<file path="src/rtl/mio_bus_arbiter.sv">
// -----------------------------------------------------------------------------
// mio_bus_arbiter
//
// Shares a single memory port between the multi-cycle CPU controller and a
// DMA/VGA requester. One requester is granted at a time. The granted request's
// write enable, address and write data are latched into the memory-port
// registers, a single mem_en strobe is issued, the memory latency is counted
// down, and completion is reported with a one-cycle pulse (MIO_ready for the
// CPU, dma_ack for DMA). Read data is captured into a per-requester register.
//
// Parameters
//   ADDR_W   address width of both requesters and the memory port
//   DATA_W   data width
//   MEM_LAT  memory read latency in cycles (>= 1); ACCESS lasts this long
//
// Ports
//   clk, reset                  rising-edge clock, synchronous active-high reset
//   cpu_req/we/addr/wdata       CPU request, held until MIO_ready
//   cpu_rdata, MIO_ready        CPU read data (registered) and completion pulse
//   dma_req/we/addr/wdata       DMA request, held until dma_ack
//   dma_rdata, dma_ack          DMA read data (registered) and completion pulse
//   mem_en                      one-cycle strobe at the start of each access
//   mem_we/addr/wdata           held for the whole access
//   mem_rdata                   memory read data, sampled at the end of ACCESS
//   grant_dma                   0 = CPU owns the bus, 1 = DMA owns the bus
//
// Configuration
//   ARB_ROUND_ROBIN_EN  defined: ties go to the requester not granted last.
//                       undefined: fixed priority, CPU wins every tie.
//
// States
//   state     | meaning
//   ----------+---------------------------------------------------------------
//   ST_IDLE   | sample requests, pick a winner, latch its request
//   ST_ACCESS | memory access in flight, MEM_LAT cycles, mem_en in first only
//   ST_DONE   | read data captured, winner's completion pulse high
// -----------------------------------------------------------------------------
module mio_bus_arbiter #(
  parameter int ADDR_W  = 32,
  parameter int DATA_W  = 32,
  parameter int MEM_LAT = 2
) (
  input  logic              clk,
  input  logic              reset,

  input  logic              cpu_req,
  input  logic              cpu_we,
  input  logic [ADDR_W-1:0] cpu_addr,
  input  logic [DATA_W-1:0] cpu_wdata,
  output logic [DATA_W-1:0] cpu_rdata,
  output logic              MIO_ready,

  input  logic              dma_req,
  input  logic              dma_we,
  input  logic [ADDR_W-1:0] dma_addr,
  input  logic [DATA_W-1:0] dma_wdata,
  output logic [DATA_W-1:0] dma_rdata,
  output logic              dma_ack,

  output logic              mem_en,
  output logic              mem_we,
  output logic [ADDR_W-1:0] mem_addr,
  output logic [DATA_W-1:0] mem_wdata,
  input  logic [DATA_W-1:0] mem_rdata,

  output logic              grant_dma
);

  // Counter holds cycles remaining in ACCESS; it is reloaded in IDLE and only
  // counts down to zero, so it never wraps.
  localparam int CNT_W = (MEM_LAT < 1) ? 1 : $clog2(MEM_LAT + 1);
  localparam logic [CNT_W-1:0] CNT_LOAD = CNT_W'(MEM_LAT - 1);
  localparam logic [CNT_W-1:0] CNT_ONE  = CNT_W'(1);

  typedef enum logic [1:0] {
    ST_IDLE   = 2'd0,
    ST_ACCESS = 2'd1,
    ST_DONE   = 2'd2
  } state_t;

  state_t            state, state_nxt;
  logic [CNT_W-1:0]  cnt, cnt_nxt;

  logic              mem_en_nxt;
  logic              mem_we_nxt;
  logic [ADDR_W-1:0] mem_addr_nxt;
  logic [DATA_W-1:0] mem_wdata_nxt;
  logic              grant_dma_nxt;
  logic [DATA_W-1:0] cpu_rdata_nxt;
  logic [DATA_W-1:0] dma_rdata_nxt;
  logic              mio_ready_nxt;
  logic              dma_ack_nxt;

  logic              any_req;
  logic              pick_dma;

  assign any_req = cpu_req | dma_req;

`ifdef ARB_ROUND_ROBIN_EN
  // Tie-break pointer: names the requester that wins the next tie. Starting
  // at CPU and flipping to the loser of every grant means a tie always goes
  // to whoever was not granted last.
  logic rr_dma, rr_dma_nxt;

  assign pick_dma = dma_req & (~cpu_req | rr_dma);
`else
  assign pick_dma = dma_req & ~cpu_req;
`endif

  // ---------------------------------------------------------------------------
  // State and output registers
  // ---------------------------------------------------------------------------
  always_ff @(posedge clk) begin
    if (reset) begin
      state     <= ST_IDLE;
      cnt       <= '0;
      mem_en    <= 1'b0;
      mem_we    <= 1'b0;
      mem_addr  <= '0;
      mem_wdata <= '0;
      grant_dma <= 1'b0;
      cpu_rdata <= '0;
      dma_rdata <= '0;
      MIO_ready <= 1'b0;
      dma_ack   <= 1'b0;
`ifdef ARB_ROUND_ROBIN_EN
      rr_dma    <= 1'b0;
`endif
    end else begin
      state     <= state_nxt;
      cnt       <= cnt_nxt;
      mem_en    <= mem_en_nxt;
      mem_we    <= mem_we_nxt;
      mem_addr  <= mem_addr_nxt;
      mem_wdata <= mem_wdata_nxt;
      grant_dma <= grant_dma_nxt;
      cpu_rdata <= cpu_rdata_nxt;
      dma_rdata <= dma_rdata_nxt;
      MIO_ready <= mio_ready_nxt;
      dma_ack   <= dma_ack_nxt;
`ifdef ARB_ROUND_ROBIN_EN
      rr_dma    <= rr_dma_nxt;
`endif
    end
  end

  // ---------------------------------------------------------------------------
  // Next-state and next-output logic
  // ---------------------------------------------------------------------------
  always_comb begin
    state_nxt     = state;
    cnt_nxt       = cnt;
    mem_en_nxt    = 1'b0;
    mem_we_nxt    = mem_we;
    mem_addr_nxt  = mem_addr;
    mem_wdata_nxt = mem_wdata;
    grant_dma_nxt = grant_dma;
    cpu_rdata_nxt = cpu_rdata;
    dma_rdata_nxt = dma_rdata;
    mio_ready_nxt = 1'b0;
    dma_ack_nxt   = 1'b0;
`ifdef ARB_ROUND_ROBIN_EN
    rr_dma_nxt    = rr_dma;
`endif

    case (state)
      ST_IDLE: begin
        cnt_nxt = CNT_LOAD;
        if (any_req) begin
          state_nxt     = ST_ACCESS;
          mem_en_nxt    = 1'b1;
          grant_dma_nxt = pick_dma;
          if (pick_dma) begin
            mem_we_nxt    = dma_we;
            mem_addr_nxt  = dma_addr;
            mem_wdata_nxt = dma_wdata;
          end else begin
            mem_we_nxt    = cpu_we;
            mem_addr_nxt  = cpu_addr;
            mem_wdata_nxt = cpu_wdata;
          end
`ifdef ARB_ROUND_ROBIN_EN
          rr_dma_nxt = ~pick_dma;
`endif
        end
      end

      ST_ACCESS: begin
        if (cnt == '0) begin
          // Last ACCESS cycle: memory data is valid now, so it is captured on
          // the same edge that raises the completion pulse.
          state_nxt = ST_DONE;
          if (!mem_we) begin
            if (grant_dma) begin
              dma_rdata_nxt = mem_rdata;
            end else begin
              cpu_rdata_nxt = mem_rdata;
            end
          end
          mio_ready_nxt = ~grant_dma;
          dma_ack_nxt   = grant_dma;
        end else begin
          cnt_nxt = cnt - CNT_ONE;
        end
      end

      ST_DONE: begin
        // Always return to IDLE so a request still held here is re-sampled
        // instead of being issued twice.
        state_nxt = ST_IDLE;
      end

      default: begin
        state_nxt = ST_IDLE;
      end
    endcase
  end

endmodule

</file>
<file path="config.mk">
export PLATFORM = sky130hd
export DESIGN_NAME = mio_bus_arbiter
export DESIGN_NICKNAME = d
export VERILOG_FILES = /design/src/rtl/mio_bus_arbiter.sv
export SDC_FILE = /design/constraint.sdc
export NUM_CORES = 1
export LEC_CHECK = 0
export CELL_PAD_IN_SITES_DETAIL_PLACEMENT = 1
export CELL_PAD_IN_SITES_GLOBAL_PLACEMENT = 2
export CORE_MARGIN = 2
export CORE_UTILIZATION = 21
export CTS_BUF_LIST = sky130_fd_sc_hd__clkbuf_8 sky130_fd_sc_hd__clkbuf_16
export CTS_CLUSTER_SIZE = 28
export DETAILED_ROUTE_END_ITERATION = 12
export PLACE_DENSITY = 0.84
export SKIP_CTS_REPAIR_TIMING = 1
export SYNTH_ARGS = -nofsm -noshare
export SYNTH_HDL_FRONTEND = slang
export SYNTH_SLANG_ARGS = --single-unit
</file>
<file path="constraint.sdc">
create_clock -name clk -period 1.8 [get_ports clk]
set_input_delay 0.36 -clock clk [delete_from_list [all_inputs] [get_ports clk]]
set_output_delay 0.36 -clock clk [all_outputs]
set_load 0.05 [all_outputs]
</file>
==> flow_summary.toml <==
[synthesis]
syn_avg_cell_area_um2 = 8.61
synth_cell_type_count = 26
synth-edff-count = 0
synth_nets = 821
synth_common_cells = "230 x nand2_1, 137 x dfxtp_1, 68 x a21oi_1, 65 x a311oi_1, 64 x mux2i_1"
synthesis.area_um2 = 5620
ys_ff_latch = 137
synth_top_area_share_pct = 48.8
async_flop_share_pct = 0
seq_area_frac_synth_pct = 48.8
yosysTopAreaCell = "dfxtp_1"
dominantRegCellSynth = "dfxtp_1"
synth_most_common_cell = "nand2_1"
ys_warn_count = 0
synth_cells = 653
synth.area.top_cells = "dfxtp_1 49%, nand2_1 15%, mux2i_1 11%"

[sta]
rsz0062_at_grt = "no"
final_max_slew_viol_count = 0
fin_crit_sh_pct = 87.0
hold_viol_final = 0
fin_crit_ps = 1570
max_freq_mhz = 639
hold-worst-slack_ps = 426
fin_worst_skew_ps = 9.92
tns_ps = 0
setup_viol = 0
slew_headroom_pct = 65.5
worst_slew_pin_slew_ps = 517

[placement]
gp_congestion = 0.755
io_buffers = 298
dp.cells = 1245
hpwl_um = 15700

[power]
p_leak_nw = 3.94
p_per_area_nw_per_um2 = 1020
power_mw = 9.44
peakVddDrop_v = 0.000449

[final_layout]
diodes = 0
postLayoutCoreUtil_pct = 35.5
synthToLayoutAreaGrowth_pct = 65.2
final_cells = 1277
nNetsFinal = 1097
drive_gt1_share_pct = 20.8

[clocking]
cts-root-buf = "clkbuf_16"
clk_pin_slew_ps = 70
cts_tree = "built"
htreeDepth = 4
clock_latency_ps = 420
cts.sinks = 137
numCtsBuffers = 17
cts.path.max_buffers = 2

[critical_path]
cp_num_buf_inv = 2
worstPathCellList = "inv_1, ha_1, nand2_1, or3_1, buf_4, mux2i_1"
max_stage_delay_ps = 320
cp_slowest_cell = "or3_1"
start_kind = "register"
worst-path-max-fanout = 12
end_kind = "register"
cp_top_family = "simple AND/OR/NAND/NOR gates"
critPathKind = "register to register"
cp.required_ps = 2090
cp.arrival_ps = 1860

[drt]
wl_per_cell_um = 17.2
routed_wl_um = 21900
antenna_left = 0
drt_iter0_markers = 291
via_count = 5805
viasPerCell = 4.55
drc = 0
drt_pre_antenna_iters = 4

[global_routing]
grt_pass1_vias = 6009
grt_overflow = 0
track_usage_pct = 15.3
grt_max_degree = 63
grt_pass1_wl_um = 33700
antenna_found_initial = 0

[hold_path]
min_path_type = "input port to register"

[status]
outcome = "complete, no violations"

[floorplan]
die_h_um = 168
std_cell_rows = 59
dieArea_um2 = 28100
initial_core_util_pct = 21.5
core_um2 = 26100
io_pins = 299
fp.dieW_um = 168

[job]
maxCapViolCount = 0
[flip-flops by register name, indices dropped and copies added, names as in the netlist, 2 cells and up]
name	flops
cnt	2
cpu_rdata	32
dma_rdata	32
mem_addr	32
mem_wdata	32
state	2
[layout by cell type, fill, tap and decap left out]
cell type / n
a311oi_1: 65
a21o_1: 1
nor2_4: 1
a21oi_1: 68
nand2b_2: 1
a211oi_1: 1
clkinv_4: 4
and2_1: 1
clkdlybuf4s50_1: 164
nand2b_1: 2
clkinvlp_4: 2
nand2_1: 230
inv_2: 1
o311a_1: 1
mux2i_1: 64
inv_8: 2
or2_2: 2
dfxtp_1: 137
buf_12: 12
buf_2: 1
nor2_1: 2
buf_4: 143
and3_1: 1
nor4b_1: 1
ha_1: 2
and2_2: 1
nor2b_4: 1
clkbuf_16: 17
or3_1: 3
nor3_2: 2
inv_1: 3
inv_6: 6
[layout make-up]
class | instances | area [µm²]
tap | 335 | 419
multi-input combinational | 450 | 2600
fill | 3041 | 16800
clock buffer | 17 | 425
timing repair buffer | 320 | 2960
sequential | 137 | 2740
inverter | 3 | 11.3
clock inverter | 15 | 129
[path summary, 6_finish.rpt]
kind | from | slack [ps] | end | cells past startpoint
hold reg to reg | cnt[1] | 450 | cnt[1] | 2
setup / recovery | cnt[0] | 230 | dma_rdata[21] | 6
hold / removal | reset | 430 | mem_en | 3
setup reg to reg | cnt[0] | 230 | dma_rdata[21] | 6
[cells by family after synthesis]
group                    Yosys count  synth area share, %
multiplexers                      64                 11.4
adder cells (fa/ha/maj)            2                0.445
buffers and inverters             66                 5.41
flip-flops                       137                 48.8
AND/OR/NAND/NOR                  248                 17.3
AO/OA/AOI/OAI                    136                 16.6
[per-layer routing]
metal / up-vias / track usage, % / wire length [µm]
met1: 2747 / 19.2 / 9920
met5: - / 0 / 0
met2: 230 / 25.1 / 10000
li1: 2814 / - / -
met4: 0 / 4.35 / 231
met3: 14 / 5.18 / 1720
[power by group]
part           leakage, nW  switching, mW  internal (mW)
Combinational         2.55           1.62          0.993
Clock                0.271           1.57           1.81
Sequential            1.12          0.156           3.29
[worst min-delay path, cell delays in order]
cell    delay (ps)
buf_2          120
buf_12         170
nor2_1         120
[per-stage QoR]
step                worst slack, ps  instance area, µm²
finish                          234                9290
floorplan                       203                5620
global route                    124                9290
global placement               -102                8730
CTS                             211                9290
detailed placement             -136                8730
No activity file was read; power rests on OpenSTA's default activity.
